## src/rtl/vram_arbiter_if.sv

```systemverilog
// rtl/vram_arbiter_if.sv - pixel, CPU and VRAM signal bundle around the VRAM arbiter
interface vram_arbiter_if #(
    parameter int AW = 14,
    parameter int DW = 8
);
    // Video timing side
    logic          frame_start;
    logic          pix_pop;
    logic [DW-1:0] pix_data;
    logic          pix_valid;
    logic          underflow;

    // CPU side
    logic          cpu_req;
    logic          cpu_we;
    logic [AW-1:0] cpu_addr;
    logic [DW-1:0] cpu_wdata;
    logic          cpu_ack;
    logic [DW-1:0] cpu_rdata;

    // VRAM side
    logic [AW-1:0] ram_addr;
    logic          ram_we;
    logic [DW-1:0] ram_wdata;
    logic [DW-1:0] ram_rdata;

    // The arbiter serves pixel and CPU requests and owns the VRAM bus
    modport slave (
        input  frame_start, pix_pop,
        output pix_data, pix_valid, underflow,
        input  cpu_req, cpu_we, cpu_addr, cpu_wdata,
        output cpu_ack, cpu_rdata,
        output ram_addr, ram_we, ram_wdata,
        input  ram_rdata
    );

    // The surrounding system: timing generator, CPU port and the RAM itself
    modport master (
        output frame_start, pix_pop,
        input  pix_data, pix_valid, underflow,
        output cpu_req, cpu_we, cpu_addr, cpu_wdata,
        input  cpu_ack, cpu_rdata,
        input  ram_addr, ram_we, ram_wdata,
        output ram_rdata
    );
endinterface

```

## src/rtl/vram_arbiter.sv

```systemverilog
// rtl/vram_arbiter.sv - single-port VRAM shared between scanout prefetch FIFO and CPU port
module vram_arbiter #(
    parameter int AW          = 14,
    parameter int DW          = 8,
    parameter int FIFO_DEPTH  = 8,
    parameter int FRAME_WORDS = 16384
) (
    input  logic            pclk,
    input  logic            reset,
    vram_arbiter_if.slave   bus
);
    localparam int CW = $clog2(FIFO_DEPTH);
    localparam int NW = CW + 1;
    localparam logic [NW-1:0] OCC_HALF  = NW'(FIFO_DEPTH / 2);
    localparam logic [NW-1:0] OCC_FULL  = NW'(FIFO_DEPTH);
    localparam logic [AW-1:0] LAST_WORD = AW'(FRAME_WORDS - 1);

    // Prefetch FIFO storage and bookkeeping
    logic [DW-1:0] fifo_mem [FIFO_DEPTH];
    logic [CW-1:0] rd_ptr_q, wr_ptr_q;
    logic [NW-1:0] fifo_cnt_q, fifo_cnt_d;
    logic          fifo_push, fifo_pop, fifo_empty;
    logic [DW-1:0] head_hold_q;
    logic          underflow_q;

    // Scanout and access tracking
    logic [AW-1:0] scan_addr_q, scan_addr_d;
    logic          vid_inflight_q;
    logic          cpu_inflight_q;
    logic          cpu_rd_inflight_q;
    logic [DW-1:0] cpu_rdata_q;
    logic [NW-1:0] occ;

    // RAM bus: the last issued address/data are held while idle
    logic [AW-1:0] ram_addr_q, ram_addr_c;
    logic [DW-1:0] ram_wdata_q, ram_wdata_c;
    logic          ram_we_c;

    logic          cpu_ok, vid_issue, cpu_issue;

    assign fifo_empty = (fifo_cnt_q == '0);
    assign occ        = fifo_cnt_q + NW'(vid_inflight_q);
    // The cycle holding cpu_ack is the cycle with the CPU access in flight,
    // so this also keeps a still-held request from being served twice.
    assign cpu_ok     = bus.cpu_req && !cpu_inflight_q;

    // A word returning during frame_start belongs to the old frame and is dropped
    assign fifo_push  = vid_inflight_q && !bus.frame_start;
    assign fifo_pop   = bus.pix_pop && !fifo_empty && !bus.frame_start;

    // Slot arbitration: urgent scanout, then CPU, then opportunistic scanout
    always_comb begin
        vid_issue = 1'b0;
        cpu_issue = 1'b0;
        if (!reset) begin
            if (bus.frame_start) begin
                cpu_issue = cpu_ok;
            end else if (occ < OCC_HALF) begin
                vid_issue = 1'b1;
            end else if (cpu_ok) begin
                cpu_issue = 1'b1;
            end else if (occ < OCC_FULL) begin
                vid_issue = 1'b1;
            end
        end
    end

    // Drive the VRAM bus for the access chosen this cycle
    always_comb begin
        ram_addr_c  = ram_addr_q;
        ram_we_c    = 1'b0;
        ram_wdata_c = ram_wdata_q;
        if (cpu_issue) begin
            ram_addr_c = bus.cpu_addr;
            ram_we_c   = bus.cpu_we;
            if (bus.cpu_we) begin
                ram_wdata_c = bus.cpu_wdata;
            end
        end else if (vid_issue) begin
            ram_addr_c = scan_addr_q;
        end
    end

    // Next scanout address and FIFO count
    always_comb begin
        scan_addr_d = scan_addr_q;
        fifo_cnt_d  = fifo_cnt_q + NW'(fifo_push) - NW'(fifo_pop);
        if (bus.frame_start) begin
            scan_addr_d = '0;
            fifo_cnt_d  = '0;
        end else if (vid_issue) begin
            scan_addr_d = (scan_addr_q == LAST_WORD) ? '0 : scan_addr_q + AW'(1);
        end
    end

    // Control state, pointers and held outputs
    always_ff @(posedge pclk or posedge reset) begin
        if (reset) begin
            scan_addr_q       <= '0;
            fifo_cnt_q        <= '0;
            rd_ptr_q          <= '0;
            wr_ptr_q          <= '0;
            vid_inflight_q    <= 1'b0;
            cpu_inflight_q    <= 1'b0;
            cpu_rd_inflight_q <= 1'b0;
            cpu_rdata_q       <= '0;
            head_hold_q       <= '0;
            underflow_q       <= 1'b0;
            ram_addr_q        <= '0;
            ram_wdata_q       <= '0;
        end else begin
            scan_addr_q       <= scan_addr_d;
            fifo_cnt_q        <= fifo_cnt_d;
            vid_inflight_q    <= vid_issue;
            cpu_inflight_q    <= cpu_issue;
            cpu_rd_inflight_q <= cpu_issue && !bus.cpu_we;
            ram_addr_q        <= ram_addr_c;
            ram_wdata_q       <= ram_wdata_c;
            if (cpu_rd_inflight_q) begin
                cpu_rdata_q <= bus.ram_rdata;
            end
            if (!fifo_empty) begin
                head_hold_q <= fifo_mem[rd_ptr_q];
            end
            if (bus.pix_pop && fifo_empty) begin
                underflow_q <= 1'b1;
            end
            if (bus.frame_start) begin
                rd_ptr_q <= '0;
                wr_ptr_q <= '0;
            end else begin
                if (fifo_push) begin
                    wr_ptr_q <= wr_ptr_q + CW'(1);
                end
                if (fifo_pop) begin
                    rd_ptr_q <= rd_ptr_q + CW'(1);
                end
            end
        end
    end

    // FIFO storage needs no reset: entries are only read after being written
    always_ff @(posedge pclk) begin
        if (fifo_push) begin
            fifo_mem[wr_ptr_q] <= bus.ram_rdata;
        end
    end

    assign bus.ram_addr  = ram_addr_c;
    assign bus.ram_we    = ram_we_c;
    assign bus.ram_wdata = ram_wdata_c;
    assign bus.cpu_ack   = cpu_inflight_q;
    assign bus.cpu_rdata = cpu_rd_inflight_q ? bus.ram_rdata : cpu_rdata_q;
    assign bus.pix_valid = !fifo_empty;
    assign bus.pix_data  = fifo_empty ? head_hold_q : fifo_mem[rd_ptr_q];
    assign bus.underflow = underflow_q;
endmodule

```

## src/flat_wrapper.sv

```systemverilog
// flat-port wrapper written by rule: the top's interface ports become plain ports
module vram_arbiter_flat 
#(
    parameter int AW          = 14,
    parameter int DW          = 8,
    parameter int FIFO_DEPTH  = 8,
    parameter int FRAME_WORDS = 16384
)
  (pclk, reset, bus_frame_start, bus_pix_pop, bus_pix_data, bus_pix_valid, bus_underflow, bus_cpu_req, bus_cpu_we, bus_cpu_addr, bus_cpu_wdata, bus_cpu_ack, bus_cpu_rdata, bus_ram_addr, bus_ram_we, bus_ram_wdata, bus_ram_rdata);
  vram_arbiter_if #(.AW(AW), .DW(DW)) bus_i ();
  input  logic pclk;
  input  logic reset;
  input wire logic [$bits(bus_i.frame_start)-1:0] bus_frame_start;
  input wire logic [$bits(bus_i.pix_pop)-1:0] bus_pix_pop;
  output wire logic [$bits(bus_i.pix_data)-1:0] bus_pix_data;
  output wire logic [$bits(bus_i.pix_valid)-1:0] bus_pix_valid;
  output wire logic [$bits(bus_i.underflow)-1:0] bus_underflow;
  input wire logic [$bits(bus_i.cpu_req)-1:0] bus_cpu_req;
  input wire logic [$bits(bus_i.cpu_we)-1:0] bus_cpu_we;
  input wire logic [$bits(bus_i.cpu_addr)-1:0] bus_cpu_addr;
  input wire logic [$bits(bus_i.cpu_wdata)-1:0] bus_cpu_wdata;
  output wire logic [$bits(bus_i.cpu_ack)-1:0] bus_cpu_ack;
  output wire logic [$bits(bus_i.cpu_rdata)-1:0] bus_cpu_rdata;
  output wire logic [$bits(bus_i.ram_addr)-1:0] bus_ram_addr;
  output wire logic [$bits(bus_i.ram_we)-1:0] bus_ram_we;
  output wire logic [$bits(bus_i.ram_wdata)-1:0] bus_ram_wdata;
  input wire logic [$bits(bus_i.ram_rdata)-1:0] bus_ram_rdata;
  assign bus_i.frame_start = bus_frame_start;
  assign bus_i.pix_pop = bus_pix_pop;
  assign bus_pix_data = bus_i.pix_data;
  assign bus_pix_valid = bus_i.pix_valid;
  assign bus_underflow = bus_i.underflow;
  assign bus_i.cpu_req = bus_cpu_req;
  assign bus_i.cpu_we = bus_cpu_we;
  assign bus_i.cpu_addr = bus_cpu_addr;
  assign bus_i.cpu_wdata = bus_cpu_wdata;
  assign bus_cpu_ack = bus_i.cpu_ack;
  assign bus_cpu_rdata = bus_i.cpu_rdata;
  assign bus_ram_addr = bus_i.ram_addr;
  assign bus_ram_we = bus_i.ram_we;
  assign bus_ram_wdata = bus_i.ram_wdata;
  assign bus_i.ram_rdata = bus_ram_rdata;
  vram_arbiter #(.AW(AW), .DW(DW), .FIFO_DEPTH(FIFO_DEPTH), .FRAME_WORDS(FRAME_WORDS)) u_core (.pclk(pclk), .reset(reset), .bus(bus_i));
endmodule
```

## config.mk

```make
export PLATFORM = sky130hd
export DESIGN_NAME = vram_arbiter_flat
export DESIGN_NICKNAME = d
export VERILOG_FILES = /design/src/rtl/vram_arbiter_if.sv /design/src/rtl/vram_arbiter.sv /design/src/flat_wrapper.sv
export SDC_FILE = /design/constraint.sdc
export NUM_CORES = 1
export LEC_CHECK = 0
export BUFFER_PORTS_ARGS = -buffer_cell sky130_fd_sc_hd__buf_2
export CAP_MARGIN = 40
export CORE_ASPECT_RATIO = 0.75
export CORE_MARGIN = 5
export CORE_UTILIZATION = 57
export CTS_BUF_LIST = sky130_fd_sc_hd__clkbuf_16
export DETAILED_ROUTE_END_ITERATION = 7
export PLACE_DENSITY = 0.8
export SYNTH_ARGS = -nofsm -noshare
export SYNTH_HDL_FRONTEND = slang
export SYNTH_SLANG_ARGS = --single-unit
export TNS_END_PERCENT = 100
```

## constraint.sdc

```tcl
create_clock -name pclk -period 3.49 [get_ports pclk]
set_input_delay 1.047 -clock pclk [delete_from_list [all_inputs] [get_ports pclk]]
set_output_delay 1.047 -clock pclk [all_outputs]
set_load 0.01 [all_outputs]
```

==> flow_summary.json, run 1 <==
{
  "hold_viol": 0,
  "async_flop_share_pct": 50.77,
  "intPower_mw": 3.488,
  "htreeDepth": 4,
  "gp_congestion": 0.7796,
  "whs_endpoint": "u_core.bus.underflow",
  "vias": 3361,
  "layout-drive-gt1-share_pct": 36.69,
  "cts-hold-fix-buffers": 0,
  "synth_most_common_cell": "dfrtp_1",
  "clk_latency_ns": 0.41,
  "slew_headroom_pct": 58.42,
  "cpMaxStageDelayCell": "dfrtp_1",
  "synth_largest_area_cell": "edfxtp_1",
  "ys_seq_elements": 130,
  "cts_tree": "done",
  "p_switching_mw": 1.469,
  "grt_pass1_vias": 3448,
  "reg2reg_to": "u_core.fifo_cnt_q[2]",
  "nFillCells": 613,
  "ys_seq_area_share_pct": 64.30,
  "clkSlewWorstSetupHoldPaths_ns": 0.05,
  "die-width_um": 124.0,
  "finalCriticalPeriod_ns": 3.500,
  "violations": "negative setup slack",
  "setup_viol": 5,
  "r2r_slack_ns": 0.73,
  "final_max_slew_viol_count": 0,
  "power_density_nw_per_um2": 726.1,
  "dp.cells": 589,
  "drt_iter0_markers": 261,
  "max_stage_delay_ns": 0.40,
  "power.clock.fraction_pct": 32.4,
  "path_class": "reg2out",
  "finClkSkew_ns": 0.008437,
  "fp.dieH_um": 95.52,
  "yosys.area.top_type_share_pct": 34.58,
  "pwr-share-comb_pct": 28.0,
  "finalCritPeriodShare_pct": 100.3,
  "maxCapViolCount": 0,
  "path_cells": "ha_2, nand3_2, xnor2_2, a311o_2, buf_12, nor2_8, mux2_4, buf_6",
  "grt_usage_pct": 20.11,
  "coreArea_um2": 9580,
  "synth-edff-count": 64,
  "synthCells": 384,
  "fmax_mhz": 285.7,
  "p_leak_nw": 2.812,
  "drt.antenna.violating_nets": 0,
  "p_sw_share_pct": 29.64,
  "netlist_area_um2": 5558,
  "cts_buffers": 17,
  "hold-path-cell-count": 1,
  "viasPerCell": 5.352,
  "finalWorstSetupSlack_ns": -0.01015,
  "rr_startpoint": "u_core.fifo_cnt_q[2]",
  "status": "finished with violations",
  "seqCellArea_um2": 3573,
  "synth_warnings": 0,
  "seqPwrFrac_pct": 39.6,
  "clock-sinks": 130,
  "hpwl_um": 7673,
  "hold_class": "reg2reg",
  "synthFlopType": "dfrtp_1",
  "total_power_mw": 4.957,
  "start_util_pct": 58.01,
  "grt_antenna_before_repair": 0,
  "area_growth_syn_to_layout_pct": 22.83,
  "wl_per_cell_um": 17.76,
  "antennaDiodeCount": 0,
  "clock-root-buffer": "clkbuf_16",
  "cp_max_fo": 5,
  "hold_start": "u_core.bus.underflow",
  "synthTopCellsByArea": "edfxtp_1 35%, dfrtp_1 30%, mux4_2 6.5%, mux2i_1 5.0%, nor2_1 2.2%",
  "wl_um": 11160,
  "overflow": 0,
  "arrival_ns": 2.45,
  "stdcell_count": 628,
  "yosys-top-cells-count": "66 x dfrtp_1, 64 x edfxtp_1, 33 x nor2_1, 28 x mux2i_1, 24 x nand2_1",
  "nets": 529,
  "io_buffers": 77,
  "drc": 0,
  "synth_fp_nets": 430,
  "avgSynthCellArea_um2": 14.47,
  "ios": 78,
  "multi_input_area_um2": 1851,
  "dr.pass1.iters": 4,
  "post-route-util_pct": 71.26,
  "cp-end-kind": "output pin",
  "rows": 31,
  "start_kind": "flip-flop",
  "die_area_um2": 11850,
  "clockBufferDepth": 2,
  "fin_hold_ws_ns": 0.4547,
  "grt_pass1_wl_um": 17370,
  "grt_max_degree": 40,
  "grt_setup_unrepaired": "true",
  "ys_types": 41,
  "r2r_cells": 12,
  "tns_ns": -0.02127,
  "max-vdd-ir-drop_mv": 0.4274,
  "required_ns": 2.44,
  "worstMarginPinSlew_ns": 0.6228
}
## stage by stage
stage / cell area [um^2] / setup WS, ns
6_report: 6827 / -0.01015
5_1_grt: 6827 / -0.1263
4_1_cts: 6729 / -0.04417
3_5_place_dp: 6140 / 0.1214
3_3_place_gp: 6140 / 0.1554
2_1_floorplan: 5558 / 0.4038
## how the worst max path moves through the flow
| stage | startpoint | end | slack (ns) | cells after the start |
|---|---|---|---|---|
| 2_1_floorplan | bus_frame_start | bus_ram_wdata[0] | 0.40 | 4 |
| 6_report | u_core.fifo_cnt_q[1] | bus_ram_wdata[3] | -0.01 | 8 |
| 3_3_place_gp | reset | bus_ram_wdata[1] | 0.16 | 5 |
| 4_1_cts | u_core.fifo_cnt_q[1] | bus_ram_wdata[3] | -0.04 | 8 |
| 5_1_grt | u_core.fifo_cnt_q[1] | bus_ram_wdata[2] | -0.13 | 8 |
| 3_5_place_dp | reset | bus_ram_wdata[2] | 0.12 | 5 |
## metal layers
metal	global-route usage, %	part of all wire [%]	up-vias
met5	0	0	-
met4	7.657	1.2	0
met3	5.872	9.1	15
met2	30.18	48	115
met1	28.07	42	1632
li1	-	-	1599
## logic make-up after synthesis
logic type,count (synthesis),synth area share (%)
flops,130,64.30
buf+inv,35,2.994
compound gates,45,5.245
xor+xnor,8,1.261
fa+ha+maj,10,2.386
mux,60,15.31
simple gates,96,8.510
## worst max-delay path, delay by kind of cell, from the launching register on
family / cells / cell delay, ns
buf+inv: 2 / 0.29
fa+ha+maj: 1 / 0.20
flops: 1 / 0.40
compound gates: 1 / 0.39
mux: 1 / 0.33
simple gates: 2 / 0.26
xor+xnor: 1 / 0.16
## power by group through the flow
stage	Clock, mW	Combinational [mW]	Sequential, mW
floorplan	0	0.908	1.94
global placement	0	1.25	1.97
detailed placement	0	1.30	1.98
CTS	1.63	1.32	1.96
global route	1.70	1.53	1.99
finish	1.60	1.39	1.96
## state kept, by name, indices dropped and copies added (netlist names)
name	cells
u_core.cpu_rd_inflight_q	1
u_core.ram_addr_q	14
u_core.bus.underflow	1
u_core.rd_ptr_q	3
u_core.cpu_rdata_q	8
u_core.fifo_mem	64
u_core.head_hold_q	8
u_core.vid_inflight_q	1
u_core.wr_ptr_q	3
u_core.scan_addr_q	14
u_core.bus.cpu_ack	1
u_core.fifo_cnt_q	4
u_core.ram_wdata_q	8
## timing repair
action,4_1_cts,5_1_grt
pin swaps,3,0
gates resized for setup,0,15
buffers inserted,3,3
setup endpoints to repair,22,22
gates cloned,1,0
## area by class of cell
class | instances | share of cell area (%)
repair buffers | 98 | 9.293
clock buffers | 17 | 6.232
clock inverters | 15 | 1.723
multi-input cells | 220 | 27.11
inverters | 16 | 0.8798
flip-flops and latches | 130 | 52.35
well taps | 132 | 2.419
## cells in the final DEF, fill, tap and decap left out, drive strengths merged, types with 2 or more instances in the layout
master	n
clkinvlp	5
clkbuf	17
mux4	16
nand3b	3
ha	9
nand2	24
nand3	15
mux2	16
nand2b	4
and3	5
clkinv	7
a21o	2
o21ai	11
a21oi	18
edfxtp	64
nor3	4
inv	18
nor2b	3
dfrtp	66
a31oi	10
xnor2	5
buf	98
xor2	3
nor2	35
mux2i	28
(Power assumes the default switching activity.)
==> run 2: changes to the inputs <==
--- a/config.mk
+++ b/config.mk
@@ -13,6 +13,7 @@
 export CTS_BUF_LIST = sky130_fd_sc_hd__clkbuf_16
 export DETAILED_ROUTE_END_ITERATION = 7
 export PLACE_DENSITY = 0.8
+export RECOVER_POWER = 100
 export SYNTH_ARGS = -nofsm -noshare
 export SYNTH_HDL_FRONTEND = slang
 export SYNTH_SLANG_ARGS = --single-unit
==> flow_summary.json, run 2 (synthesis results as in run 1) <==
{
  "coreArea_um2": 9580,
  "intPower_mw": 3.478,
  "grt_max_degree": 40,
  "rr_startpoint": "u_core.fifo_cnt_q[2]",
  "pwr-share-comb_pct": 27.9,
  "largest_register": "u_core.fifo_mem",
  "nets": 529,
  "whs_endpoint": "u_core.bus.underflow",
  "cpLargestDelayFamily": "buffers and inverters",
  "path_cells": "clkbuf_1, inv_1, a311o_2, buf_12, nor2_8, mux2_4, buf_6",
  "finalCriticalPeriod_ns": 3.534,
  "wl_um": 11230,
  "hold_viol": 0,
  "reg2reg_to": "u_core.fifo_cnt_q[2]",
  "placed_area_um2": 6140,
  "clkSlewWorstSetupHoldPaths_ns": 0.05,
  "cp_num_buf_inv": 4,
  "violations": "max-capacitance violations, max-slew violations, negative setup slack",
  "hold_start": "u_core.bus.underflow",
  "hold_class": "reg2reg",
  "fp.dieH_um": 95.52,
  "overflow": 0,
  "seqPwrFrac_pct": 39.6,
  "grt_pass1_vias": 3448,
  "cp_max_fo": 5,
  "r2r_cells": 12,
  "drt_iter0_markers": 248,
  "fmax_mhz": 282.9,
  "maxCapViolCount": 1,
  "final_max_slew_viol_count": 40,
  "io_buffers": 77,
  "largest_reg_flops": 64,
  "drt.antenna.violating_nets": 0,
  "stdcell_count": 628,
  "cts_tree": "done",
  "wl_per_cell_um": 17.88,
  "total_power_mw": 4.952,
  "die-width_um": 124.0,
  "clockBufferDepth": 2,
  "start_kind": "primary input",
  "max_stage_delay_ns": 0.46,
  "reg_top3": "u_core.fifo_mem x64, u_core.ram_addr_q x14, u_core.scan_addr_q x14",
  "vias": 3399,
  "worstMarginPinSlew_ns": 1.679,
  "gp_congestion": 0.7796,
  "clock-root-buffer": "clkbuf_16",
  "die_area_um2": 11850,
  "htreeDepth": 4,
  "grt_pass1_wl_um": 17370,
  "finalWorstSetupSlack_ns": -0.04434,
  "path_class": "in2out",
  "slew_headroom_pct": -11.94,
  "arrival_ns": 2.49,
  "power_density_nw_per_um2": 727.8,
  "p_switching_mw": 1.474,
  "hold-path-cell-count": 1,
  "power.clock.fraction_pct": 32.4,
  "cp-end-kind": "output pin",
  "grt_setup_unrepaired": "true",
  "grt_usage_pct": 20.11,
  "finClkSkew_ns": 0.009733,
  "p_leak_nw": 2.789,
  "finalCritPeriodShare_pct": 101.3,
  "status": "finished with violations",
  "final_cell_mix": "66 x dfrtp_1, 64 x edfxtp_1, 60 x buf_2, 33 x nor2_1, 27 x mux2i_1",
  "setup_viol": 8,
  "p_sw_share_pct": 29.77,
  "area_growth_syn_to_layout_pct": 22.42,
  "ios": 78,
  "clock-sinks": 130,
  "rows": 31,
  "max-vdd-ir-drop_mv": 0.4308,
  "dr.pass1.iters": 5,
  "nFillCells": 624,
  "cts-hold-fix-buffers": 0,
  "hpwl_um": 7673,
  "fin_area_um2": 6804,
  "start_util_pct": 58.01,
  "cts_buffers": 17,
  "r2r_slack_ns": 0.63,
  "grt_antenna_before_repair": 0,
  "required_ns": 2.44,
  "clk_latency_ns": 0.42,
  "multi_input_area_um2": 1851,
  "antennaDiodeCount": 0,
  "cpMaxStageDelayCell": "a311o_2",
  "seqCellArea_um2": 3573,
  "dp.cells": 589,
  "layout-drive-gt1-share_pct": 33.27,
  "drc": 0,
  "viasPerCell": 5.412,
  "layout_commonest_cell": "dfrtp_1"
}
run 2: cell types whose count changed in the layout (fill, tap and decap cells not counted):
cell / before / now
buf_12: 3 / 2
buf_2: 69 / 60
buf_4: 17 / 16
clkbuf_1: 0 / 10
dlymetal6s4s_1: 0 / 1
inv_1: 11 / 12
inv_2: 5 / 4
mux2_1: 0 / 5
mux2_2: 8 / 3
run 2: layer usage:
| layer | up-vias | global-route usage (%) | wire (um) |
|---|---|---|---|
| met2 | 122 | 30.18 | 5314 |
| met1 | 1661 | 28.07 | 4960 |
| met3 | 13 | 5.872 | 817 |
| li1 | 1603 | - | - |
| met4 | 0 | 7.657 | 139 |
| met5 | - | 0 | 0 |
run 2: cell type report:
type,count,area share (%)
repair buffers,98,8.992
inverters,16,0.8827
clock buffers,17,6.252
multi-input cells,220,27.20
well taps,132,2.427
flip-flops and latches,130,52.52
clock inverters,15,1.729
run 2: power groups by stage:
stage | Clock, mW | Combinational [mW] | Sequential, mW
3_3_place_gp | 0 | 1.25 | 1.97
5_1_grt | 1.70 | 1.52 | 1.99
4_1_cts | 1.63 | 1.32 | 1.96
3_5_place_dp | 0 | 1.30 | 1.98
6_report | 1.61 | 1.38 | 1.96
2_1_floorplan | 0 | 0.908 | 1.94
run 2: worst max-delay path by stage:
stage | start | to | slack [ns] | depth (start not counted)
final | bus_frame_start | bus_ram_wdata[3] | -0.04 | 7
after global routing | u_core.fifo_cnt_q[1] | bus_ram_wdata[2] | -0.13 | 8
after CTS | u_core.fifo_cnt_q[1] | bus_ram_wdata[3] | -0.04 | 8
after detailed placement | reset | bus_ram_wdata[2] | 0.12 | 5
after global placement | reset | bus_ram_wdata[1] | 0.16 | 5
after floorplan | bus_frame_start | bus_ram_wdata[0] | 0.40 | 4
run 2: through the flow:
step	utilization, %	hold WS [ns]	setup WS (ns)	TNS (ns)
6_report	71.02	0.4558	-0.04434	-0.2856
4_1_cts	70.24	0.4606	-0.04417	-0.2649
3_3_place_gp	64.09	0.4322	0.1554	0
5_1_grt	71.02	0.4726	-0.1263	-0.9409
2_1_floorplan	-	0.4585	0.4038	0
3_5_place_dp	64.09	0.4482	0.1214	0
run 2: what timing repair did:
item                                    in CTS  in global routing
endpoints found under the setup margin      22                 22
cloned                                       1                  0
hold endpoints to repair                     0                  0
pin swaps                                    3                  0
buffers inserted                             3                  3
gates resized for setup                      0                 15
==> run 3: changes to the inputs <==
--- a/config.mk
+++ b/config.mk
@@ -8,7 +8,7 @@
 export BUFFER_PORTS_ARGS = -buffer_cell sky130_fd_sc_hd__buf_2
 export CAP_MARGIN = 40
 export CORE_ASPECT_RATIO = 0.75
-export CORE_MARGIN = 5
+export CORE_MARGIN = 2
 export CORE_UTILIZATION = 57
 export CTS_BUF_LIST = sky130_fd_sc_hd__clkbuf_16
 export DETAILED_ROUTE_END_ITERATION = 7
==> flow_summary.json, run 3 (synthesis results as in run 1) <==
{
  "status": "complete, no violations",
  "cts_buffers": 17,
  "placed_area_um2": 6140,
  "path_class": "reg2out",
  "grt_pass1_wl_um": 17660,
  "required_ns": 2.44,
  "final_cell_mix": "64 x dfrtp_1, 64 x edfxtp_1, 60 x buf_2, 33 x nor2_1, 28 x mux2i_1",
  "finalCriticalPeriod_ns": 3.442,
  "fp.dieH_um": 89.52,
  "met1_usage_pct": 30.48,
  "slew_headroom_pct": 22.01,
  "drt_iter0_markers": 254,
  "largest_register": "u_core.fifo_mem",
  "overflow": 0,
  "seqPwrFrac_pct": 38.9,
  "cp_max_fo": 5,
  "clk_latency_ns": 0.41,
  "clock-root-buffer": "clkbuf_16",
  "cp-end-kind": "output pin",
  "grt_antenna_before_repair": 0,
  "io_buffers": 77,
  "fmax_mhz": 290.6,
  "p_switching_mw": 1.452,
  "gp_congestion": 0.7769,
  "wl_per_cell_um": 18.29,
  "total_power_mw": 5.049,
  "grt_max_degree": 38,
  "clkSlewWorstSetupHoldPaths_ns": 0.05,
  "hpwl_um": 7356,
  "path_cells": "ha_4, nand3_2, xnor2_2, a311o_2, nor2_8, mux2_4, buf_2",
  "arrival_ns": 2.39,
  "max-vdd-ir-drop_mv": 0.5797,
  "drt.antenna.violating_nets": 0,
  "vias": 3480,
  "ios": 78,
  "grt_pass1_vias": 3372,
  "dr.pass1.iters": 4,
  "cpMaxStageDelayCell": "a311o_2",
  "pwr-share-comb_pct": 26.9,
  "coreArea_um2": 9580,
  "p_sw_share_pct": 28.76,
  "start_util_pct": 58.01,
  "area_growth_syn_to_layout_pct": 22.31,
  "cts_tree": "done",
  "clock-sinks": 130,
  "die-width_um": 118.0,
  "power.clock.fraction_pct": 34.1,
  "power_density_nw_per_um2": 742.8,
  "htreeDepth": 4,
  "reg_top3": "u_core.fifo_mem x64, u_core.ram_addr_q x14, u_core.scan_addr_q x14",
  "grt.busiest_layer": "met2",
  "nets": 526,
  "die_area_um2": 10560,
  "final_max_slew_viol_count": 0,
  "setup_viol": 0,
  "tns_ns": 0,
  "clockBufferDepth": 2,
  "hold_viol": 0,
  "hold_class": "reg2reg",
  "post-route-util_pct": 70.95,
  "finalCritPeriodShare_pct": 98.61,
  "worstMarginPinSlew_ns": 1.169,
  "p_leak_nw": 2.780,
  "viasPerCell": 5.577,
  "wl_um": 11410,
  "start_kind": "flip-flop",
  "largest_reg_flops": 64,
  "drc": 0,
  "maxCapViolCount": 0,
  "rows": 31,
  "antennaDiodeCount": 0,
  "fin_area_um2": 6798,
  "max_stage_delay_ns": 0.52,
  "layout-drive-gt1-share_pct": 31.71,
  "intPower_mw": 3.597,
  "finClkSkew_ns": 0.007987,
  "grt_use_met2_pct": 35.84,
  "grt_usage_pct": 22.60,
  "met3_usage_pct": 6.378
}
[run 3: power by group through the flow]
| stage | Combinational [mW] | Clock [mW] | Sequential [mW] |
|---|---|---|---|
| 3_5_place_dp | 1.28 | 0 | 1.99 |
| 3_3_place_gp | 1.24 | 0 | 1.97 |
| 5_1_grt | 1.49 | 1.82 | 1.99 |
| 2_1_floorplan | 0.908 | 0 | 1.94 |
| 6_report | 1.36 | 1.72 | 1.97 |
| 4_1_cts | 1.30 | 1.74 | 1.96 |
[run 3: stage by stage]
| step | setup slack, ns | hold WS (ns) | cells |
|---|---|---|---|
| after floorplan | 0.4038 | 0.4585 | 384 |
| after global placement | 0.1566 | 0.4319 | 589 |
| after detailed placement | 0.1336 | 0.4398 | 589 |
| after CTS | 0.01490 | 0.4517 | 621 |
| after global routing | -0.009008 | 0.4856 | 624 |
| final | 0.04839 | 0.4495 | 624 |
[run 3: path summary, 6_finish.rpt]
path	startpoint	to	slack, ns	cells past startpoint
max in group asynchronous	reset	u_core.cpu_rdata_q[4]	1.05	3
worst max register to register	u_core.fifo_cnt_q[2]	u_core.fifo_cnt_q[2]	0.41	13
worst min register to register	u_core.bus.underflow	u_core.bus.underflow	0.45	1
worst min-delay path	u_core.bus.underflow	u_core.bus.underflow	0.45	1
min in group asynchronous	reset	u_core.scan_addr_q[11]	0.97	2
worst max-delay path	u_core.fifo_cnt_q[1]	bus_ram_wdata[3]	0.05	7
[run 3: repair_timing]
item	CTS	global route
setup endpoints to repair	11	22
resized for setup	2	13
pin swaps	2	4
buffers inserted	0	3
gates cloned	1	0
hold buffers	0	0
[run 3: layout make-up]
type,count,area [um^2]
fillers,633,2783
well taps,132,165.2
flip-flops and latches,130,3576
clock inverters,14,148.9
multi-input cells,220,1857
inverters,16,60.06
clock buffers,17,425.4
repair buffers,95,565.5
[run 3: metal layers]
layer / share of wire, % / vias to the layer above / wire [um]
li1: - / 1594 / -
met1: 45 / 1753 / 5150
met2: 48 / 120 / 5438
met3: 6.0 / 13 / 690
met4: 1.2 / 0 / 135
met5: 0 / - / 0
[run 3: critical path: cells and delay by family, from the launching register on]
kind	cells	cell delay, ns
buffers and inverters	1	0.14
muxes	1	0.33
AOI/OAI and AO/OA	1	0.52
and+or+nand+nor	2	0.28
DFF	1	0.40
xor gates and xnor gates	1	0.17
adders and majority gates	1	0.14
